[config.mk]
export PLATFORM = sky130hd
export DESIGN_NAME = switch_mcu_ahb_arbiter
export DESIGN_NICKNAME = d
export VERILOG_FILES = /design/src/rtl/switch_mcu_ahb_pkg.sv /design/src/rtl/switch_mcu_arb_fair.sv /design/src/rtl/switch_mcu_ahb_arbiter.sv
export SDC_FILE = /design/constraint.sdc
export NUM_CORES = 1
export LEC_CHECK = 0
export BUFFER_PORTS_ARGS = -buffer_cell sky130_fd_sc_hd__buf_2
export CAP_MARGIN = 20
export CORE_AREA = 2 2 114 116
export DETAILED_ROUTE_END_ITERATION = 10
export DIE_AREA = 0 0 116 118
export PLACE_DENSITY = 0.81
export SLEW_MARGIN = 20
export SYNTH_ARGS = -nofsm -noshare
export SYNTH_HDL_FRONTEND = slang
export SYNTH_SLANG_ARGS = --single-unit
[constraint.sdc]
create_clock -name in_clk -period 1.8 [get_ports in_clk]
set_input_delay 0.18 -clock in_clk [delete_from_list [all_inputs] [get_ports in_clk]]
set_output_delay 0.18 -clock in_clk [all_outputs]
set_load 0.01 [all_outputs]
[src/rtl/switch_mcu_ahb_pkg.sv]
// Shared encodings for the MCU AHB-Lite master arbiter: bus constants, FSM states, owner id
// and the registered transfer descriptor.
package switch_mcu_ahb_pkg;

  localparam logic [1:0] HTRANS_IDLE   = 2'b00;
  localparam logic [1:0] HTRANS_NONSEQ = 2'b10;
  localparam logic [2:0] HBURST_SINGLE = 3'b000;
  localparam logic [2:0] HSIZE_WORD    = 3'b010;
  localparam logic [3:0] HPROT_FETCH   = 4'b0010;
  localparam logic [3:0] HPROT_DATA    = 4'b0011;

  typedef enum logic [1:0] {
    ST_IDLE = 2'd0,
    ST_ADDR = 2'd1,
    ST_DATA = 2'd2,
    ST_RESP = 2'd3
  } arb_state_t;

  typedef enum logic {
    OWN_IFU = 1'b0,
    OWN_LSU = 1'b1
  } owner_t;

  typedef struct packed {
    logic [31:0] addr;
    logic        write;
    logic [2:0]  size;
    logic [31:0] wdata;
    logic        lock;
  } xfer_t;

endpackage

[src/rtl/switch_mcu_arb_fair.sv]
// IFU/LSU grant select: LSU-first with a bounded run of LSU grants while the IFU waits,
// plus lock stickiness. Combinational grant, registered history; no backpressure of its own.
module switch_mcu_arb_fair
  import switch_mcu_ahb_pkg::*;
#(
  parameter int LSU_MAX_CONSEC = 4
) (
  input  logic clk,
  input  logic rst,
  input  logic arb_en,
  input  logic ifu_req,
  input  logic lsu_req,
  input  logic lsu_lock,
  output logic grant_vld,
  output logic grant_owner
);

  localparam logic [3:0] CNT_MAX = 4'(LSU_MAX_CONSEC);

  logic [3:0] lsu_cnt;
  logic       lock_hist;
  logic       cnt_sat;
  logic       lsu_win;

  assign cnt_sat = (lsu_cnt == CNT_MAX);

  // A held lock keeps the bus with the LSU even when the IFU has been starved.
  always_comb begin
    lsu_win     = lsu_req & (lock_hist | ~(ifu_req & cnt_sat));
    grant_vld   = arb_en & (ifu_req | lsu_req);
    grant_owner = lsu_win ? OWN_LSU : OWN_IFU;
  end

  always_ff @(posedge clk) begin
    if (rst) begin
      lsu_cnt   <= 4'd0;
      lock_hist <= 1'b0;
    end else if (grant_vld) begin
      if (grant_owner == OWN_IFU) begin
        lsu_cnt   <= 4'd0;
        lock_hist <= 1'b0;
      end else begin
        if (ifu_req && !cnt_sat) begin
          lsu_cnt <= lsu_cnt + 4'd1;
        end
        lock_hist <= lsu_lock;
      end
    end
  end

endmodule

[src/rtl/switch_mcu_ahb_arbiter.sv]
// Shares one AHB-Lite master port between IFU and LSU with single non-pipelined transfers.
// Latency 4 cycles per transfer at zero wait; hready low in ADDR/DATA stalls one cycle each.
// Requesters hold req until their done pulse; requests are only examined in IDLE.
module switch_mcu_ahb_arbiter
  import switch_mcu_ahb_pkg::*;
#(
  parameter int LSU_MAX_CONSEC = 4
) (
  input  logic        in_clk,
  input  logic        in_rst,
  input  logic        in_ifu_req,
  input  logic [31:0] in_ifu_addr,
  output logic        out_ifu_done,
  output logic        out_ifu_err,
  output logic [31:0] out_ifu_rdata,
  input  logic        in_lsu_req,
  input  logic [31:0] in_lsu_addr,
  input  logic        in_lsu_write,
  input  logic [2:0]  in_lsu_size,
  input  logic [31:0] in_lsu_wdata,
  input  logic        in_lsu_lock,
  output logic        out_lsu_done,
  output logic        out_lsu_err,
  output logic [31:0] out_lsu_rdata,
  input  logic        in_hready,
  input  logic        in_hresp,
  input  logic [31:0] in_hrdata,
  output logic [31:0] out_haddr,
  output logic        out_hwrite,
  output logic [2:0]  out_hsize,
  output logic [2:0]  out_hburst,
  output logic [3:0]  out_hprot,
  output logic [1:0]  out_htrans,
  output logic        out_hmastlock,
  output logic [31:0] out_hwdata
);

  arb_state_t  state_q, state_d;
  owner_t      owner_q;
  xfer_t       xfer_q, xfer_d;
  logic [31:0] rdata_q;
  logic        err_q;
  logic        grant_vld;
  logic        grant_owner;

  switch_mcu_arb_fair #(
    .LSU_MAX_CONSEC(LSU_MAX_CONSEC)
  ) u_fair (
    .clk        (in_clk),
    .rst        (in_rst),
    .arb_en     (state_q == ST_IDLE),
    .ifu_req    (in_ifu_req),
    .lsu_req    (in_lsu_req),
    .lsu_lock   (in_lsu_lock),
    .grant_vld  (grant_vld),
    .grant_owner(grant_owner)
  );

  // Fetches are normalised to word reads at grant so the address phase just replays xfer_q.
  always_comb begin
    xfer_d = '0;
    if (grant_owner == OWN_LSU) begin
      xfer_d.addr  = in_lsu_addr;
      xfer_d.write = in_lsu_write;
      xfer_d.size  = in_lsu_size;
      xfer_d.wdata = in_lsu_wdata;
      xfer_d.lock  = in_lsu_lock;
    end else begin
      xfer_d.addr  = in_ifu_addr;
      xfer_d.write = 1'b0;
      xfer_d.size  = HSIZE_WORD;
    end
  end

  always_ff @(posedge in_clk) begin
    if (in_rst) begin
      state_q <= ST_IDLE;
      owner_q <= OWN_IFU;
      xfer_q  <= '0;
      rdata_q <= 32'd0;
      err_q   <= 1'b0;
    end else begin
      state_q <= state_d;
      if (state_q == ST_IDLE && grant_vld) begin
        owner_q <= owner_t'(grant_owner);
        xfer_q  <= xfer_d;
      end
      if (state_q == ST_DATA && in_hready) begin
        rdata_q <= in_hrdata;
        err_q   <= in_hresp;
      end
    end
  end

  always_comb begin
    state_d       = state_q;
    out_haddr     = 32'd0;
    out_hwrite    = 1'b0;
    out_hsize     = 3'b000;
    out_hburst    = HBURST_SINGLE;
    out_hprot     = 4'b0000;
    out_htrans    = HTRANS_IDLE;
    out_hmastlock = 1'b0;
    out_hwdata    = 32'd0;
    out_ifu_done  = 1'b0;
    out_ifu_err   = 1'b0;
    out_ifu_rdata = 32'd0;
    out_lsu_done  = 1'b0;
    out_lsu_err   = 1'b0;
    out_lsu_rdata = 32'd0;

    unique case (state_q)
      ST_IDLE: begin
        if (grant_vld) begin
          state_d = ST_ADDR;
        end
      end
      ST_ADDR: begin
        out_htrans    = HTRANS_NONSEQ;
        out_haddr     = xfer_q.addr;
        out_hwrite    = xfer_q.write;
        out_hsize     = xfer_q.size;
        out_hprot     = (owner_q == OWN_LSU) ? HPROT_DATA : HPROT_FETCH;
        out_hmastlock = (owner_q == OWN_LSU) & xfer_q.lock;
        if (in_hready) begin
          state_d = ST_DATA;
        end
      end
      ST_DATA: begin
        out_hwdata    = xfer_q.wdata;
        out_hmastlock = (owner_q == OWN_LSU) & xfer_q.lock;
        if (in_hready) begin
          state_d = ST_RESP;
        end
      end
      ST_RESP: begin
        if (owner_q == OWN_LSU) begin
          out_lsu_done  = 1'b1;
          out_lsu_err   = err_q;
          out_lsu_rdata = rdata_q;
        end else begin
          out_ifu_done  = 1'b1;
          out_ifu_err   = err_q;
          out_ifu_rdata = rdata_q;
        end
        state_d = ST_IDLE;
      end
      default: state_d = ST_IDLE;
    endcase
  end

endmodule
==> results_tabular.tex <==
\begin{tabular}{lr}
\hline
Metric & Value \\
\hline
\multicolumn{2}{l}{\textbf{Outcome}} \\
Outcome & finished, final reports clean \\
\multicolumn{2}{l}{\textbf{Worst setup path}} \\
R2R Path End & state\_q[1] \\
Endpoint class of the critical path & output pin \\
Critical Setup Path Class & register to output pin \\
Type of element launching the critical path & register \\
Worst path bufs/invs & 2 \\
R2r setup slk & 110 ps \\
Peak fanout along the critical path & 17 \\
Levels on crit path & 5 \\
CP endpoint & out\_ifu\_rdata[4] \\
CP peak stage delay & 390 ps \\
Largest delay contributor family on the critical path & flip-flops \\
Slowest cell on the critical path & sky130\_fd\_sc\_hd\_\_dfxtp\_4 \\
WP data required & 1620 ps \\
Reg-to-reg critical path startpoint & state\_q[1] \\
Series of cell instances along the critical path & ha\_4 > nor2b\_4 > buf\_12 > and2\_1 > buf\_2 \\
Worst endpoint data arrival time & 1550 ps \\
Start point of the critical path & state\_q[0] \\
Count of cells along the worst register-to-register path & 6 \\
\multicolumn{2}{l}{\textbf{Clocking}} \\
Maximum level of the CTS H-tree & 3 \\
Hold buffers post-CTS & 0 \\
Clock root buffer & sky130\_fd\_sc\_hd\_\_clkbuf\_16 \\
Buffer depth of the longest clock path & 2 \\
CTS clk-pin slew, worst paths & 80 ps \\
\# clock sinks & 109 \\
Inserted Clock Buffers & 9 \\
Clock tree from TritonCTS & done \\
Clk\_lat worst skew & 350 ps \\
\multicolumn{2}{l}{\textbf{Power and ir drop}} \\
Power per unit of standard cell area & 1090 mW/mm² \\
Leakage & 3.674 nW \\
Register share of total power & 0.384 \\
Switching component of the power & 3.099 mW \\
Fraction of power consumed by combinational cells & 0.376 \\
Highest ir drop seen on vdd & 0.7487 mV \\
Int Pwr & 5.244 mW \\
Clock power frac & 0.239 \\
Share of total power consumed by net switching & 0.3715 \\
\multicolumn{2}{l}{\textbf{Synthesis}} \\
Post-synthesis area per instance & 8.603 µm² \\
YS warnings & 0 \\
Part of the Yosys area used for sequential elements & 0.3786 \\
Async S/R FF share, synth & 0 \\
Top post-synthesis cells by area & sky130\_fd\_sc\_hd\_\_dfxtp\_1 (38\%), sky130\_fd\_sc\_hd\_\_and2\_1 (11\%), sky130\_fd\_sc\_hd\_\_o221ai\_2 (7.8\%) \\
Cell count after synthesis & 670 \\
Area share of the leading cell type in the synthesized netlist & 0.3786 \\
Post-synth EDFFs & 0 \\
Netlist Area Pre-Place & 0.005764 mm² \\
Count of distinct cell types in the synthesized netlist & 43 \\
Most area-hungry cell type in the Yosys netlist & sky130\_fd\_sc\_hd\_\_dfxtp\_1 \\
Ys flop type & sky130\_fd\_sc\_hd\_\_dfxtp\_1 \\
Number of flip-flops and latches in the synthesized netlist & 109 \\
\multicolumn{2}{l}{\textbf{Global route}} \\
GRT overflow & 0 \\
Tot GR Track Use & 0.2246 \\
Met1 track demand over resource in global routing & 0.2792 \\
Wire length of the first global-routing pass & 24,980 µm \\
Largest net degree at the start of global routing & 47 \\
Number of antenna violations at the first check in global routing & 0 \\
GRT Max-Usage Layer & met2 \\
Vias in the first global route & 5,163 \\
Met2 demand-to-capacity share in global routing & 0.3812 \\
Met3 Usage GRT & 0.03862 \\
\multicolumn{2}{l}{\textbf{Finish}} \\
Multi-input combinational cell area & 0.003097 mm² \\
Layout overhead on the synthesized area & 32.75\% \\
Fillers & 1,171 \\
Commonest cells after routing, fill and taps aside & sky130\_fd\_sc\_hd\_\_buf\_2 (278), sky130\_fd\_sc\_hd\_\_dfxtp\_1 (107), sky130\_fd\_sc\_hd\_\_and2\_1 (104), sky130\_fd\_sc\_hd\_\_nand2\_1 (71), sky130\_fd\_sc\_hd\_\_inv\_1 (38) \\
Sequential standard cell area & 0.002187 mm² \\
\# nets final & 1,061 \\
Layout cell share with drive strength beyond 1 & 0.3941 \\
Number of inserted diodes & 0 \\
Most common cell after layout, fill and taps aside & sky130\_fd\_sc\_hd\_\_buf\_2 \\
Final cell area excluding filler cells & 0.007652 mm² \\
\multicolumn{2}{l}{\textbf{Timing}} \\
Tcrit/Tclk final & 0.9608 \\
Post-layout minimum cycle time & 1729 ps \\
Sum Neg Setup Slack & 0 ps \\
Setup Skew & 11.32 ps \\
Number of pins exceeding their max-slew limit in the final report & 0 \\
Setup violations, final & 0 \\
Final-layout worst hold slack & 38.28 ps \\
Hold violation count in the final report & 0 \\
Peak Freq & 578.2 MHz \\
Unrepaired setup endpoints after global routing & true \\
\multicolumn{2}{l}{\textbf{Route}} \\
Antenna viol nets, final & 0 \\
First-iteration detailed-routing DRC count & 344 \\
Pre-antenna DRT Iters & 7 \\
Drt drc & 0 \\
Wire length after detailed routing & 16,340 µm \\
Via density & 5.229 \\
Total via count in the routed design & 5,715 \\
Routed wire length per instance & 14.95 µm \\
\multicolumn{2}{l}{\textbf{Floorplan}} \\
Horizontal die dimension & 116 µm \\
Total Die Area & 0.01369 mm² \\
Rows & 41 \\
Die height & 118 µm \\
Starting Density & 0.4643 \\
Core region area & 0.01241 mm² \\
Number of placed I/O pins & 285 \\
\multicolumn{2}{l}{\textbf{Run}} \\
Count of maximum capacitance violations & 0 \\
\multicolumn{2}{l}{\textbf{Hold path}} \\
Beginning of the worst hold path & in\_lsu\_lock \\
Min-Delay Path Class & input pin to register \\
\multicolumn{2}{l}{\textbf{Place}} \\
Gp weighted congestion & 0.8895 \\
Area post-placement & 0.007267 mm² \\
Half-perimeter wire length after detailed placement & 11,560 µm \\
Number of buffer cells added on primary ports & 278 \\
\hline
\end{tabular}
==> worst min-delay path by stage <==
stage,endpoint,cells after the start
2_1_floorplan,xfer_q[0],1
3_3_place_gp,xfer_q[13],2
3_5_place_dp,xfer_q[23],2
4_1_cts,xfer_q[23],2
5_1_grt,xfer_q[0],2
6_report,xfer_q[0],2
==> what timing repair did <==
item,in CTS,in global routing
cloned,0,1
pin swaps,0,0
gates resized for setup,2,11
endpoints found under the setup margin,35,102
buffers inserted,0,1
==> Yosys cell counts, drive strengths merged (2+ instances only) <==
master and instances:
a21oi 38, a22o 36, and2 104, and3 34, buf 35, clkbuf 41
dfxtp 109, ha 6, inv 39, nand2 71, nand2b 2, nand3 34
nor2 2, nor2b 34, o2111ai 32, o221ai 32, o32ai 2
==> power groups by stage <==
stage	sequential [mW]	clock [mW]	combinational (mW)
6_report	3.21	2.00	3.14
3_5_place_dp	3.22	0	3.05
2_1_floorplan	3.15	0	2.20
3_3_place_gp	3.21	0	3.03
5_1_grt	3.27	2.15	3.46
4_1_cts	3.17	2.05	3.06
==> through the flow <==
step                std cells    util  total power, mW  setup WS, ps
floorplan                 675       -            5.345         231.2
global placement         1075  0.5854            6.233         198.1
detailed placement       1075  0.5854            6.272         161.0
CTS                      1091  0.6101            8.285        -17.17
global route             1093  0.6164            8.869        -22.38
finish                   1093  0.6164            8.343         70.57
==> worst reg2reg max path, stage by stage, from the launching register on <==
cell                      delay [ps]
sky130_fd_sc_hd__dfxtp_2         350
sky130_fd_sc_hd__inv_1           140
sky130_fd_sc_hd__ha_2            230
sky130_fd_sc_hd__buf_4           180
sky130_fd_sc_hd__or3b_1          400
sky130_fd_sc_hd__a21o_1          190
sky130_fd_sc_hd__a21oi_1         120
==> logic make-up after synthesis <==
| logic type | count (synthesis) | synth area share |
|---|---|---|
| flops | 109 | 0.3786 |
| buf+inv | 115 | 0.09551 |
| simple gates | 287 | 0.2746 |
| compound gates | 152 | 0.2377 |
| fa+ha+maj | 6 | 0.01302 |
| other cells | 1 | 0.0006506 |
==> metal layers <==
metal  vias to the layer above  part of all wire
li1                       2815                 -
met1                      2611              0.42
met2                       259              0.49
met3                        30             0.074
met4                         0             0.024
met5                         -                 0
==> sequential cells by signal (all words and copies together) (netlist names) <==
signal,flops
rdata_q,32
owner_q,1
u_fair.lsu_cnt,4
err_q,1
xfer_q,69
state_q,2
==> cell type report <==
cell class / count / share of cell area
Clock buffer: 10 / 0.03123
Clock inverter: 6 / 0.008175
Inverter: 39 / 0.01913
Multi-Input combinational cell: 451 / 0.4047
Sequential cell: 109 / 0.2858
Tap cell: 172 / 0.02812
Timing Repair Buffer: 306 / 0.2229
Note: power is estimated with default switching activity, not from simulation.
